File: src/rtl/rv32_ibus_bridge_if.sv
// Instruction-memory bus between the fetch bridge (master) and the memory (slave).
// One request is outstanding at a time; responses are qualified by mem_rvalid_in.
interface rv32_ibus_bridge_if;
    logic        mem_req_out;
    logic [31:0] mem_addr_out;
    logic        mem_gnt_in;
    logic        mem_rvalid_in;
    logic [31:0] mem_rdata_in;
    logic        mem_err_in;

    modport master (
        output mem_req_out,
        output mem_addr_out,
        input  mem_gnt_in,
        input  mem_rvalid_in,
        input  mem_rdata_in,
        input  mem_err_in
    );

    modport slave (
        input  mem_req_out,
        input  mem_addr_out,
        output mem_gnt_in,
        output mem_rvalid_in,
        output mem_rdata_in,
        output mem_err_in
    );
endinterface

File: src/rtl/rv32_ibus_bridge.sv
// Fetch-to-instruction-memory bridge with a one-entry holding register,
// one outstanding transaction, response timeout and flush handling.
module rv32_ibus_bridge #(
    parameter int unsigned TIMEOUT_CYCLES = 255,
    parameter logic [31:0] NOP_WORD       = 32'h0000_0013
) (
    input  logic                    clk,
    input  logic                    reset,
    input  logic                    ce_i,
    input  logic                    flush_in,
    input  logic                    instr_read_in,
    input  logic [31:0]             instr_address_in,
    output logic [31:0]             instr_read_value_out,
    output logic                    instr_fault_out,
    output logic                    instr_ready_out,
    rv32_ibus_bridge_if.master      mem
);

    localparam int unsigned CNT_W = 8;
    localparam int unsigned TAG_W = 30;
    localparam logic [CNT_W-1:0] TIMEOUT_VAL = CNT_W'(TIMEOUT_CYCLES);

    typedef enum logic [1:0] {
        S_IDLE,
        S_REQ,
        S_WAIT,
        S_DRAIN
    } state_e;

    state_e             state_q,      state_d;
    logic               mem_req_q,    mem_req_d;
    logic [31:0]        mem_addr_q,   mem_addr_d;
    logic               hold_valid_q, hold_valid_d;
    logic [TAG_W-1:0]   hold_tag_q,   hold_tag_d;
    logic [31:0]        hold_data_q,  hold_data_d;
    logic               hold_fault_q, hold_fault_d;
    logic [CNT_W-1:0]   cnt_q,        cnt_d;

    logic               aligned;
    logic               hit;
    logic               misaligned;
    logic               aligned_miss;
    logic [CNT_W-1:0]   cnt_inc;

    // Fetch-side decode against the holding register.
    assign aligned      = (instr_address_in[1:0] == 2'b00);
    assign hit          = instr_read_in && aligned && hold_valid_q &&
                          (hold_tag_q == instr_address_in[31:2]);
    assign misaligned   = instr_read_in && !aligned;
    assign aligned_miss = instr_read_in && aligned && !hit;
    assign cnt_inc      = cnt_q + CNT_W'(1);

    assign instr_ready_out      = hit || misaligned;
    assign instr_fault_out      = hit ? hold_fault_q : misaligned;
    assign instr_read_value_out = hit ? hold_data_q  : NOP_WORD;

    assign mem.mem_req_out  = mem_req_q;
    assign mem.mem_addr_out = mem_addr_q;

    // Next-state and holding-register update.
    always_comb begin
        state_d      = state_q;
        mem_req_d    = mem_req_q;
        mem_addr_d   = mem_addr_q;
        hold_valid_d = hold_valid_q;
        hold_tag_d   = hold_tag_q;
        hold_data_d  = hold_data_q;
        hold_fault_d = hold_fault_q;
        cnt_d        = cnt_q;

        case (state_q)
            S_IDLE: begin
                if (aligned_miss && !flush_in) begin
                    state_d    = S_REQ;
                    mem_req_d  = 1'b1;
                    mem_addr_d = {instr_address_in[31:2], 2'b00};
                end
            end
            S_REQ: begin
                if (mem.mem_gnt_in) begin
                    mem_req_d = 1'b0;
                    cnt_d     = '0;
                    state_d   = flush_in ? S_DRAIN : S_WAIT;
                end else if (flush_in) begin
                    mem_req_d = 1'b0;
                    state_d   = S_IDLE;
                end
            end
            S_WAIT: begin
                if (mem.mem_rvalid_in) begin
                    state_d = S_IDLE;
                    if (!flush_in) begin
                        hold_valid_d = 1'b1;
                        hold_tag_d   = mem_addr_q[31:2];
                        hold_fault_d = mem.mem_err_in;
                        hold_data_d  = mem.mem_err_in ? NOP_WORD : mem.mem_rdata_in;
                    end
                end else if (flush_in) begin
                    state_d = S_DRAIN;
                    cnt_d   = '0;
                end else if (cnt_inc == TIMEOUT_VAL) begin
                    // Timed-out fetch is answered with a faulted NOP; a late response is drained.
                    hold_valid_d = 1'b1;
                    hold_tag_d   = mem_addr_q[31:2];
                    hold_fault_d = 1'b1;
                    hold_data_d  = NOP_WORD;
                    state_d      = S_DRAIN;
                    cnt_d        = '0;
                end else begin
                    cnt_d = cnt_inc;
                end
            end
            S_DRAIN: begin
                if (mem.mem_rvalid_in || (cnt_inc == TIMEOUT_VAL)) begin
                    state_d = S_IDLE;
                    cnt_d   = '0;
                end else begin
                    cnt_d = cnt_inc;
                end
            end
            default: state_d = S_IDLE;
        endcase

        // Flush wins over any same-cycle fill.
        if (flush_in) begin
            hold_valid_d = 1'b0;
        end
    end

    always_ff @(posedge clk or posedge reset) begin
        if (reset) begin
            state_q      <= S_IDLE;
            mem_req_q    <= 1'b0;
            mem_addr_q   <= '0;
            hold_valid_q <= 1'b0;
            hold_tag_q   <= '0;
            hold_data_q  <= NOP_WORD;
            hold_fault_q <= 1'b0;
            cnt_q        <= '0;
        end else if (ce_i) begin
            state_q      <= state_d;
            mem_req_q    <= mem_req_d;
            mem_addr_q   <= mem_addr_d;
            hold_valid_q <= hold_valid_d;
            hold_tag_q   <= hold_tag_d;
            hold_data_q  <= hold_data_d;
            hold_fault_q <= hold_fault_d;
            cnt_q        <= cnt_d;
        end
    end

endmodule

File: src/flat_wrapper.sv
// flat-port wrapper written by rule: the top's interface ports become plain ports
module rv32_ibus_bridge_flat 
#(
    parameter int unsigned TIMEOUT_CYCLES = 255,
    parameter logic [31:0] NOP_WORD       = 32'h0000_0013
)
  (clk, reset, ce_i, flush_in, instr_read_in, instr_address_in, instr_read_value_out, instr_fault_out, instr_ready_out, mem_mem_req_out, mem_mem_addr_out, mem_mem_gnt_in, mem_mem_rvalid_in, mem_mem_rdata_in, mem_mem_err_in);
  rv32_ibus_bridge_if mem_i ();
  input  logic clk;
  input  logic reset;
  input  logic ce_i;
  input  logic flush_in;
  input  logic instr_read_in;
  input  logic [31:0] instr_address_in;
  output logic [31:0] instr_read_value_out;
  output logic instr_fault_out;
  output logic instr_ready_out;
  output wire logic [$bits(mem_i.mem_req_out)-1:0] mem_mem_req_out;
  output wire logic [$bits(mem_i.mem_addr_out)-1:0] mem_mem_addr_out;
  input wire logic [$bits(mem_i.mem_gnt_in)-1:0] mem_mem_gnt_in;
  input wire logic [$bits(mem_i.mem_rvalid_in)-1:0] mem_mem_rvalid_in;
  input wire logic [$bits(mem_i.mem_rdata_in)-1:0] mem_mem_rdata_in;
  input wire logic [$bits(mem_i.mem_err_in)-1:0] mem_mem_err_in;
  assign mem_mem_req_out = mem_i.mem_req_out;
  assign mem_mem_addr_out = mem_i.mem_addr_out;
  assign mem_i.mem_gnt_in = mem_mem_gnt_in;
  assign mem_i.mem_rvalid_in = mem_mem_rvalid_in;
  assign mem_i.mem_rdata_in = mem_mem_rdata_in;
  assign mem_i.mem_err_in = mem_mem_err_in;
  rv32_ibus_bridge #(.TIMEOUT_CYCLES(TIMEOUT_CYCLES), .NOP_WORD(NOP_WORD)) u_core (.clk(clk), .reset(reset), .ce_i(ce_i), .flush_in(flush_in), .instr_read_in(instr_read_in), .instr_address_in(instr_address_in), .instr_read_value_out(instr_read_value_out), .instr_fault_out(instr_fault_out), .instr_ready_out(instr_ready_out), .mem(mem_i));
endmodule
File: config.mk
export PLATFORM = sky130hd
export DESIGN_NAME = rv32_ibus_bridge_flat
export DESIGN_NICKNAME = d
export VERILOG_FILES = /design/src/rtl/rv32_ibus_bridge_if.sv /design/src/rtl/rv32_ibus_bridge.sv /design/src/flat_wrapper.sv
export SDC_FILE = /design/constraint.sdc
export NUM_CORES = 1
export LEC_CHECK = 0
export ABC_AREA = 1
export CORE_AREA = 2 2 123 125
export DETAILED_ROUTE_END_ITERATION = 16
export DIE_AREA = 0 0 125 127
export PLACE_DENSITY = 0.66
export SLEW_MARGIN = 30
export SYNTH_ARGS = -nofsm -noshare
export SYNTH_HDL_FRONTEND = slang
export SYNTH_SLANG_ARGS = --single-unit
export TNS_END_PERCENT = 30
File: constraint.sdc
create_clock -name clk -period 3.77 [get_ports clk]
set_input_delay 0.754 -clock clk [delete_from_list [all_inputs] [get_ports clk]]
set_output_delay 0.754 -clock clk [all_outputs]
set_load 0.005 [all_outputs]
After elaboration in Yosys (flattened, before gate mapping)
Index checks and enable logic that the tools add are counted.
Cells by class
  $add $sub $neg: 1
  bitwise logic cells: 1
  eq/ne operators: 11
  mux-type cells: 37
  reduce and logical (&&, ||, !) cells: 24
Operators by type and width (count)
  $mux 32: 6
  $mux 30: 4
  $mux 8: 5
  $eq 30x30->1: 1
  $pmux 8 s3: 1
  $mux 2: 7
  $mux 1: 12
  $reduce_and 4->1: 3
  $add 8x1->8 const B: 1
  $eq 8x8->1 const B: 1
  $pmux 2 s4: 1
  $logic_and 1x1->1: 6
  $reduce_and 3->1: 2
  $reduce_bool 2->1: 3
  $reduce_bool 3->1: 2
  $reduce_and 5->1: 1
  $eq 2x2->1 const B: 2
  $logic_not 2->1: 2
  $ne 2x1->1 const B: 2
  $ne 2x2->1 const B: 2
  $ne 4x3->1 const B: 1
  $logic_not 1->1: 3
  $ne 3x3->1 const B: 1
  $eq 2x1->1 const B: 1
  3 further kinds: 4
Storage, ports and cells
  flip-flop bits (word level): 105
  logic and storage cells: 82
  input bits: 72
  output and inout bits: 67

Depth between registers and ports, before layout
  depth after elaboration: 9
  gate-level depth with buffers: 15
  gate-level depth less buffers: 14

Worst setup path before layout
Ideal clock, no wire load.
  path kind: in2out
  start point: input instr_address_in[1]
  end point: output instr_read_value_out[0]
  buffers on the path: 1
  slack: 1290 ps
  required time: 3016 ps
  arrival time: 1726 ps
  stages on the path: 9
  path through: nor3b_1 inv_1 nor2_1 nand4_1 nor2_1 nand2_1 clkbuf_1 inv_1 nand2_1
On the way
  cells in the longest elaborated chain, start to end: 5
Ends and longest elaborated chain
  start, declared: line flat_wrapper.sv:14  | input logic [31:0] instr_address_in;
  $logic_not 2->1: line rv32_ibus_bridge.sv:46  | assign aligned = (instr_address_in[1:0] == 2'b00);
  $logic_and 1x1->1 (3 in a row): line rv32_ibus_bridge.sv:47  | assign hit = instr_read_in && aligned && hold_valid_q &&
  $mux 32: line rv32_ibus_bridge.sv:55  | assign instr_read_value_out = hit ? hold_data_q : NOP_WORD;
  end, declared: line flat_wrapper.sv:15  | output logic [31:0] instr_read_value_out;
Every way passes these cells.

Worst setup path after layout
  start point: input instr_address_in[17]
  end point: output instr_read_value_out[14]
On the way
  cells in the longest elaborated chain, start to end: 3
Ends and longest elaborated chain
  $eq 30x30->1: line rv32_ibus_bridge.sv:48  | (hold_tag_q == instr_address_in[31:2]);
  $logic_and 1x1->1: line rv32_ibus_bridge.sv:47
  $mux 32: line rv32_ibus_bridge.sv:55
Every way passes these cells.

==> out/results.ini <==
[clocking]
cts_root_buffer = clkbuf_16
clk_path_buf_depth = 2
clock_latency_ps = 340
cts_tree = built
clock_sinks = 105
cts_made_buffers = 9
path_clk_slew_ps = 70
htree_levels = 3
cts_setup_buffers = 0
ctsHoldBuffers = 0

[global_routing]
met2_usage = 0.297
grt_max_degree = 82
grt_pass1_wl_um = 23100
grt-ovfl-total = 0
met1_usage = 0.244
track_usage = 0.181
antenna_found_initial = 0
busiest_layer = met2
met3_usage = 0.0348
grt_pass1_vias = 4643

[setup_path]
crit_arrival_ps = 2860
r2r_end = u_core.hold_data_q[31]$_DFFE_PP0P_
cp-start-kind = input port
r2r_start = u_core.cnt_q[0]$_DFFE_PP0P_
reg2reg_depth = 14
r2r_slack_ps = 1100
cp.required_ps = 3020
crit_fanout = 30
end_kind = primary output
critPathKind = in2out

[place]
dp_slack_ps = -8.82
dp_cells = 1036
dp_hpwl_um = 10200
gp_congestion = 0.802
numPortBuffers = 136

[timing]
timing.hold.ws_ps = 474
worst_pin_slew_ps = 694
setup_ws_ps = 157
timing.setup.tns_ps = 0
hold_viol = 0
maxSlewHeadroom = 0.537
finalSetupViolCount = 0
clock.fmax_ghz = 0.277
grt_setup_unrepaired = no
maxSlewViolCount = 0
finalCritPeriodShare = 0.958
finalClockSkew_ps = 7.66
period_minus_slack_ps = 3610

[synthesis]
ys_seq_area_frac = 0.488
synthAdderAreaFrac = 0.00464
muxShareOfSynthArea = 0
synth_top_family_by_area = simple AND/OR/NAND/NOR gates
synth_top_area_cell = dfrtp_1
syn_inst = 734
syn_avg_cell_area_sq_um = 7.35
ys_top_cells_by_area = dfrtp_1 (47%), nand2_1 (18%), inv_1 (9.0%)
yosys_warnings = 0
synth_compound_area_frac = 0.108
syn_area_sq_mm = 0.00540
ys_ff_latch = 105
yosysTopAreaCellShare = 0.473
synth.distinct_cells = 30
synthXorXnorAreaFrac = 0.00649
yosys.area_share.simple = 0.275

[detailed_routing]
num_vias = 4734
vias_per_cell = 4.50
wl_um = 13900
drc_errors = 0
drtPass1Iterations = 4
ant_nets = 0
drt_iter0_drc = 264
routedWlPerCell_um = 13.2

[power]
ir_worst_vdd_uv = 248
sw_frac_of_total = 0.342
switchingPower_w = 0.00150
intPower_w = 0.00289
pwr-share-comb = 0.342
p_leak_nw = 3.67
power-per-cell-area_mw_per_mm2 = 604
p_clk_frac = 0.214
power_frac_seq = 0.444

[cells_and_area]
multiInputGateArea_sq_mm = 0.00216
ff_latch_area_sq_mm = 0.00263
area_growth_syn_to_layout_pct = 34.7
final_util = 0.504
final_cell_mix = nand2_1 (252), clkdlybuf4s50_1 (134), inv_1 (128)
drive_gt1_frac = 0.0657
fillCellCount = 1415
nNetsFinal = 937
insertedDiodeCount = 0
layout_commonest_cell = nand2_1
finalNonFillerCells = 1052

[die]
initial_core_util = 0.374
io_pins = 139
die-area_sq_mm = 0.0159
coreArea_sq_mm = 0.0144
die_y_um = 127
rows = 44
die_w_um = 125

[status]
outcome = complete, no violations

[worst_hold_path]
worstHoldStart = u_core.hold_data_q[15]$_DFFE_PP0P_
hold_class = reg2reg
hold_path_end = u_core.hold_data_q[15]$_DFFE_PP0P_
hold_path_depth = 2

[run]
maxCapViolCount = 0

[through the flow]
step	total power [W]	area [sq um]
after floorplan	0.00277	5400
after global placement	0.00344	6950
after detailed placement	0.00347	6950
after CTS	0.00444	7250
after global routing	0.00476	7270
final	0.00439	7270
[Yosys cell counts, drive strengths merged]
master   number
dfstp         3
a22oi         1
o21a          2
o21ai        43
dfrtp       102
buf          12
nand4        11
clkbuf       13
nand2       253
a221oi        2
o2111ai       3
nor2         94
o22ai         6
conb          1
nand3        17
xnor2         4
ha            2
nor3          1
a21oi        32
nor3b         1
inv         130
o31ai         1
[layout make-up]
| cell class | instances | area share |
|---|---|---|
| clock buffers | 13 | 0.0344 |
| clock inverters | 3 | 0.00551 |
| inverters | 130 | 0.0675 |
| multi-input cells | 475 | 0.298 |
| flip-flops and latches | 105 | 0.362 |
| well taps | 184 | 0.0317 |
| repair buffers | 142 | 0.201 |
[worst max-delay path by stage]
stage	start	endpoint	slack, ps	cells after the start
floorplan	reset	u_core.cnt_q[0]$_DFFE_PP0P_	260	1
global placement	instr_read_in	instr_read_value_out[28]	50	10
detailed placement	instr_read_in	instr_read_value_out[14]	-9	10
CTS	instr_address_in[17]	instr_read_value_out[14]	70	11
global route	instr_address_in[17]	instr_read_value_out[24]	2	11
finish	instr_address_in[17]	instr_read_value_out[14]	160	11
[power groups by stage]
stage	clock network [W]	registers [W]	logic [W]
finish	0.000938	0.00195	0.00150
global route	0.00101	0.00202	0.00173
CTS	0.000967	0.00195	0.00152
detailed placement	0	0.00196	0.00152
global placement	0	0.00195	0.00149
floorplan	0	0.00190	0.000868
[state kept, by name (all words and copies together), names as in the netlist]
| name | cells |
|---|---|
| u_core.cnt_q | 8 |
| u_core.hold_data_q | 32 |
| u_core.hold_fault_q | 1 |
| u_core.hold_tag_q | 30 |
| u_core.hold_valid_q | 1 |
| u_core.mem.mem_addr_out | 30 |
| u_core.mem.mem_req_out | 1 |
| u_core.state_q | 2 |
[critical path, cell delays in order]
cell,delay (ps)
clkdlybuf4s50_1,490
inv_1,60
nand2_1,70
nand2_1,100
a221oi_2,220
nand3_1,130
nor2_1,130
nand2_1,100
buf_12,170
nor2_1,110
clkdlybuf4s50_1,530
[logic make-up (layout without fill, tap and decap cells)]
logic type | after synthesis | in the layout
flip-flops | 105 | 105
AO/OA/AOI/OAI | 90 | 90
buffers and inverters | 155 | 288
XOR/XNOR | 4 | 4
adder cells (fa/ha/maj) | 2 | 2
AND/OR/NAND/NOR | 377 | 377
other | 1 | 2
[timing repair]
item / 4_1_cts / 5_1_grt
endpoints found under the setup margin: 1 / 32
resized for setup: 1 / 5
pin swaps: 0 / 1
gates cloned: 0 / 0
[per-layer routing]
layer | part of all wire | up-vias
li1 | - | 2473
met1 | 0.47 | 2152
met4 | 0.019 | 0
met2 | 0.47 | 92
met3 | 0.042 | 17
met5 | 0 | -
Power figures use the tool's default switching activity.
